==> src/rtl/jk_scan_bank.sv <==
// jk_scan_bank: bank of JK flip-flops with a built-in serial scan controller.
// Functional mode applies the JK rule per bit; the scan controller loads a
// pattern MSB-first, applies one capture clock, then unloads the response.
module jk_scan_bank #(
    parameter int unsigned WIDTH = 8
) (
    input  logic             clk,
    input  logic             rst_n,
    input  logic             en,
    input  logic [WIDTH-1:0] j,
    input  logic [WIDTH-1:0] k,
    output logic [WIDTH-1:0] q,
    input  logic             scan_start,
    input  logic             scan_in,
    output logic             scan_out,
    output logic             scan_busy,
    output logic             scan_done
);

    localparam int unsigned      CNT_W    = $clog2(WIDTH + 1);
    localparam logic [CNT_W-1:0] CNT_LAST = CNT_W'(WIDTH - 1);
    localparam logic [CNT_W-1:0] CNT_ONE  = CNT_W'(1);

    typedef enum logic [2:0] {
        IDLE    = 3'd0,
        LOAD    = 3'd1,
        CAPTURE = 3'd2,
        UNLOAD  = 3'd3,
        DONE    = 3'd4
    } state_t;

    state_t           state;
    state_t           state_nxt;
    logic [CNT_W-1:0] cnt;
    logic [CNT_W-1:0] cnt_nxt;
    logic [WIDTH-1:0] q_nxt;
    logic [WIDTH-1:0] jk_nxt;
    logic [WIDTH-1:0] shift_nxt;

    // JK rule result and the one-position scan shift of the current state
    assign jk_nxt    = (j & ~q) | (~k & q);
    assign shift_nxt = {q[WIDTH-2:0], scan_in};
    assign scan_out  = q[WIDTH-1];

    // State, shift counter and flip-flop register with synchronous reset
    always_ff @(posedge clk) begin
        if (!rst_n) begin
            state <= IDLE;
            cnt   <= '0;
            q     <= '0;
        end else begin
            state <= state_nxt;
            cnt   <= cnt_nxt;
            q     <= q_nxt;
        end
    end

    // Next state, counter and flip-flop data; scan_start outranks en in IDLE
    always_comb begin
        state_nxt = state;
        cnt_nxt   = cnt;
        q_nxt     = q;
        case (state)
            IDLE: begin
                if (scan_start) begin
                    state_nxt = LOAD;
                    cnt_nxt   = '0;
                end else if (en) begin
                    q_nxt = jk_nxt;
                end
            end
            LOAD: begin
                q_nxt = shift_nxt;
                if (cnt == CNT_LAST) begin
                    state_nxt = CAPTURE;
                    cnt_nxt   = '0;
                end else begin
                    cnt_nxt = cnt + CNT_ONE;
                end
            end
            CAPTURE: begin
                q_nxt     = jk_nxt;
                state_nxt = UNLOAD;
                cnt_nxt   = '0;
            end
            UNLOAD: begin
                q_nxt = shift_nxt;
                if (cnt == CNT_LAST) begin
                    state_nxt = DONE;
                    cnt_nxt   = '0;
                end else begin
                    cnt_nxt = cnt + CNT_ONE;
                end
            end
            DONE: begin
                state_nxt = IDLE;
                cnt_nxt   = '0;
            end
            default: begin
                state_nxt = IDLE;
                cnt_nxt   = '0;
            end
        endcase
    end

    // Moore status decode of the registered state
    always_comb begin
        scan_busy = 1'b0;
        scan_done = 1'b0;
        case (state)
            LOAD, CAPTURE, UNLOAD: scan_busy = 1'b1;
            DONE:                  scan_done = 1'b1;
            default:               ;
        endcase
    end

endmodule

==> config.mk <==
export PLATFORM = sky130hd
export DESIGN_NAME = jk_scan_bank
export DESIGN_NICKNAME = d
export VERILOG_FILES = /design/src/rtl/jk_scan_bank.sv
export SDC_FILE = /design/constraint.sdc
export NUM_CORES = 1
export LEC_CHECK = 0
export CAP_MARGIN = 25
export CELL_PAD_IN_SITES_DETAIL_PLACEMENT = 0
export CELL_PAD_IN_SITES_GLOBAL_PLACEMENT = 1
export CORE_ASPECT_RATIO = 1.1
export CORE_MARGIN = 2
export CORE_UTILIZATION = 32
export DETAILED_ROUTE_END_ITERATION = 8
export PLACE_DENSITY_LB_ADDON = 0.1
export SLEW_MARGIN = 20
export SYNTH_ARGS = -nofsm -noshare
export SYNTH_HDL_FRONTEND = slang
export SYNTH_SLANG_ARGS = --single-unit
==> constraint.sdc <==
create_clock -name clk -period 1.32 [get_ports clk]
set_input_delay 0.264 -clock clk [delete_from_list [all_inputs] [get_ports clk]]
set_output_delay 0.264 -clock clk [all_outputs]
set_load 0.005 [all_outputs]
; ---- Word-level counts from Yosys, hierarchy flattened
; Cells that the tools add are included.
[totals]
input_bits = 21
ff_bits = 15
wordCells = 37
[op_classes]
eq_ne = 10
n_reduce_logical = 6
n_mux = 12
bitwise_logic = 5
n_addsub = 1
[op_table]
columns = op, count
row1 = $pmux W8 S3, 1
row2 = $and A8 B8 Y8, 2
row3 = $mux W8, 2
row4 = $not A8 Y8, 2
row5 = $pmux W3 S4, 1
row6 = $ne A2 B2 Y1 const B, 5
row7 = $mux W3, 3
row8 = $mux W4, 2
row9 = $or A8 B8 Y8, 1
row10 = $pmux W4 S2, 1
row11 = $eq A3 B2 Y1 const B, 2
row12 = $reduce_and A3 Y1, 2
row13 = $add A4 B1 Y4 const B, 1
row14 = $eq A4 B3 Y1 const B, 1
row15 = $eq A3 B1 Y1 const B, 1
row16 = $eq A3 B3 Y1 const B, 1
row17 = $logic_not A3 Y1, 1
row18 = $reduce_bool A3 Y1, 1
row19 = $reduce_or A3 Y1, 1
row20 = $mux W1, 2
row21 = $reduce_or A2 Y1, 1

; ---- Logic depth before layout (Yosys ltp)
[logic_depth]
depth_word = 6
mapped_depth = 4

; ---- Least setup slack after synthesis
; OpenSTA, ideal clock, no wires.
[synth_path]
path_type = register -> output
startpoint = reg state[0]
endpoint = out scan_done
path_stages_with_launch = 4
arrival_time_ns = 0.930
path_slack_ns = 0.126
path_buffers = 1
cell_sequence = dfxtp_1 -> nor2_1 -> clkbuf_1 -> and2_1
[synth_via]
elab_chain_len = 2
[synth_lines]
columns = item, line_no
row1 = from (decl), 32  ; state_t state;
row2 = from (signal assigned), 52  ; state <= state_nxt;
row3 = $eq A3 B3 Y1, 110  ; case (state)
row4 = $mux W1, 110
row5 = to (decl), 17  ; output logic scan_done
; Every way passes these cells.

; ---- Worst setup path in the final report
[layout_path]
startpoint = reg state[1]
endpoint = reg q[3]
[layout_via]
elab_chain_len = 4
elab_cells_between_ends = 10
classes_between = 5 x eq/ne / 1 x mux / 4 x reduce/logical
[layout_lines]
columns = item, line_no
row1 = $eq A3 B1 Y1 or $eq A3 B2 Y1 (tied branches), 63  ; case (state)
row2 = $reduce_or A2 Y1 (no line), -
row3 = $reduce_bool A3 Y1 (no line), -
row4 = $reduce_and A3 Y1 (no line), -
row5 = to (signal assigned), 54  ; q <= q_nxt;
row6 = to (decl), 12  ; output logic [WIDTH-1:0] q,
; Several ways; a longest one is shown, not always the timed one.
; A chain may end at the register's enable or synchronous reset.

==> run metrics <==
Initial Util 0.3365; startpoint type of the worst setup path flop; critical path type flop to flop; placed cells between 150 and 200; grt ovf 0; final WL about 2500 um; CP Capture Type flop; Final Hold Viols 0; DRC violations left 0; launching point of the worst reg2reg path state[1]; clock share of power 0.225; initial antenna violation count 0; Worst Clk Skew 0.01001 ns; WL per Instance about 13 um; Leakage Power approximately 0.7 nW; VDD IR max approximately 0.00044 V; Layout Cells excl Fill roughly 200; gr usage total 0.1648; area grow syn2layout 70.42%; core area between 0.002 and 0.003 mm2; top cells by area, synth dfxtp_1, mux2i_1, a211oi_1; Final Slew Violations 0; PortBufs 31; TritonCTS clock tree yes; Unique masters post-synth 34; layout cells sized above 1 0.3939; Cells after Synth between 100 and 150; Sink Count 15; Die Footprint ~0.0034 mm2; Worst Setup SP state[1]; status finished clean; die width 55.53 um; Synth Warn # 0; logic gate share of total power 0.346; Clk pin slew, worst setup/hold paths ~0.1 ns; diode count 0; maximum clock frequency 767.3 MHz; Sw Share 0.2831; part of the cycle the worst path needs 0.9874; post-route ant nets 0; sequential share of power 0.429; Max Fanout on Critical Path 9; CTS Root Buffer Type clkbuf_4; CP required 1.51 ns; Synth Register Bits 15; worst min path class flop to flop; CP max stage cell dfxtp_2; Clk Latency, worst-skew pair 0.28 ns; via count 992; Worst Max-Slew Pin Slew 0.5323 ns; Hold Startpoint cnt[3]; # rows 20; first-pass GRT wire length between 4000 and 5000 um; Boundary Pins 32; number of hold buffers added after CTS 0; Mapped Area approximately 930 um2; total iterations of the first detailed-routing run 2; post-synthesis sequential area ratio 0.3213; vias in the first global route approximately 970; hold slack roughly 0.52 ns; Synth Area per Inst around 8.8 um2; post-DP HPWL 1852 um; Initial DRC Count 10; critical path, cell by cell nor2_2 > buf_4 > buf_6 > a21o_4 > o32ai_2; crit path time final approximately 1.3 ns; relative slew slack 0.6447; share of the synthesized area in the top cell type 0.3213; Internal 0.8400 mW; final-layout fill cell count about 280; CP Data Arrival Time around 1.5 ns; Psw 0.3317 mW; RSZ-0062 raised after global routing true; pin count of the biggest net entering global routing 12; Synth area leader dfxtp_1; Net Count, Synth 128; vias per cell between 5 and 6; clock buffer depth 2; Largest stage delay, worst path 0.36 ns; Final #Nets about 190; Max-Cap Viols 0; Setup-failing EPs final 0; CTS Buf Count 3; setup total negative slack 0 ns; H-tree depth 1; Final Wtd Congestion ~0.8; Cell Pwr Density about 740 mW/mm2; DIE HEIGHT between 60 and 70 um
## flip-flops by register name (all words and copies together), names as in the netlist
| name | flops |
|---|---|
| cnt | 4 |
| state | 3 |
| q | 8 |
## area by class of cell
| class | instances | area (um2) | share of cell area |
|---|---|---|---|
| multi-input cells | 82 | 658.1 | 0.4132 |
| repair buffers | 63 | 546.8 | 0.3433 |
| flip-flops and latches | 15 | 316.6 | 0.1987 |
| well taps | 33 | 41.29 | 0.02592 |
| clock buffers | 4 | 26.28 | 0.01650 |
| inverters | 1 | 3.754 | 0.002357 |
## layer usage
metal | share of wire | GRT usage | up-vias
li1 | - | - | 508
met1 | 0.47 | 0.2036 | 462
met2 | 0.49 | 0.2857 | 20
met3 | 0.036 | 0.02345 | 2
met4 | 0.011 | 0.08362 | 0
met5 | 0 | 0 | -
## cell usage after synthesis
library cell and number:
nand2b_4 1, nor4_1 1, or2_1 1, mux2i_1 8
nand3b_1 2, a22oi_1 1, a21o_1 1, buf_4 1
xor2_1 2, clkbuf_1 4, nand4b_1 1, a211oi_1 9
nor3b_1 2, nor2_1 13, nand2b_1 2, nor3_1 1
and2_1 1, a21oi_1 1, o32ai_1 7, o221ai_1 1
buf_2 1, nand2_1 10, nor4_4 1, a21oi_2 1
o21ai_1 1, o41ai_2 1, nand3_1 1, o32ai_2 1
nor2b_1 9, dfxtp_1 15, inv_1 1, and3b_1 1
ha_1 1, buf_6 2
## placed cells by master (no fill, tap or decap), types with 2 or more instances in the layout
cell              n
buf_4            28
clkdlybuf4s50_1  19
nor2_1           11
nand2_1          10
dfxtp_2          10
nor2b_1           9
a211oi_1          9
dlygate4sd2_1     9
mux2i_1           8
o32ai_2           8
dfxtp_1           4
buf_6             4
clkbuf_4          3
nor2_2            2
nand2b_1          2
nand3b_1          2
nor3b_1           2
buf_2             2
## logic make-up (layout without fill, tap and decap cells)
group,Yosys count,count (layout),synth area share
adders and majority gates,1,1,0.01338
buffers and inverters,9,68,0.05755
and+or+nand+nor,47,47,0.2851
xor gates and xnor gates,2,2,0.01875
AOI/OAI and AO/OA,24,24,0.2182
DFF,15,15,0.3213
muxes,8,8,0.08568
## path summary, 6_finish.rpt
check / slack (ns) / depth (start not counted) / to
worst max-delay path: 0.02 / 5 / q[3]
worst min-delay path: 0.52 / 2 / cnt[0]
worst max register to register: 0.02 / 5 / q[3]
worst min register to register: 0.52 / 2 / cnt[0]
## worst max-delay path: cells and delay by family, from the launching register on
family	cells	cell delay (ns)
compound gates	2	0.54
flops	1	0.36
simple gates	1	0.05
buf+inv	2	0.26
## metrics by stage
step | util | power, mW | cell area (um2) | setup WS, ns
after global placement | 0.5045 | 0.8571 | 1401 | -0.2353
after CTS | 0.5608 | 1.180 | 1558 | 0.02050
final | 0.5734 | 1.172 | 1593 | 0.01668
after floorplan | - | 0.6787 | 934.6 | 0.1261
after global routing | 0.5734 | 1.254 | 1593 | -0.02541
after detailed placement | 0.5045 | 0.8599 | 1401 | -0.2570
## power by group through the flow
stage	sequential (mW)	clock (mW)	combinational [mW]
final	0.503	0.263	0.406
after global routing	0.507	0.304	0.443
after CTS	0.503	0.274	0.402
after detailed placement	0.518	0	0.341
after global placement	0.517	0	0.340
after floorplan	0.520	0	0.158
## what timing repair did
action,4_1_cts,5_1_grt
pin swaps,5,5
setup endpoints to repair,15,5
gates resized for setup,40,7
buffers inserted,11,1
Note: power is estimated with default switching activity, not from simulation.
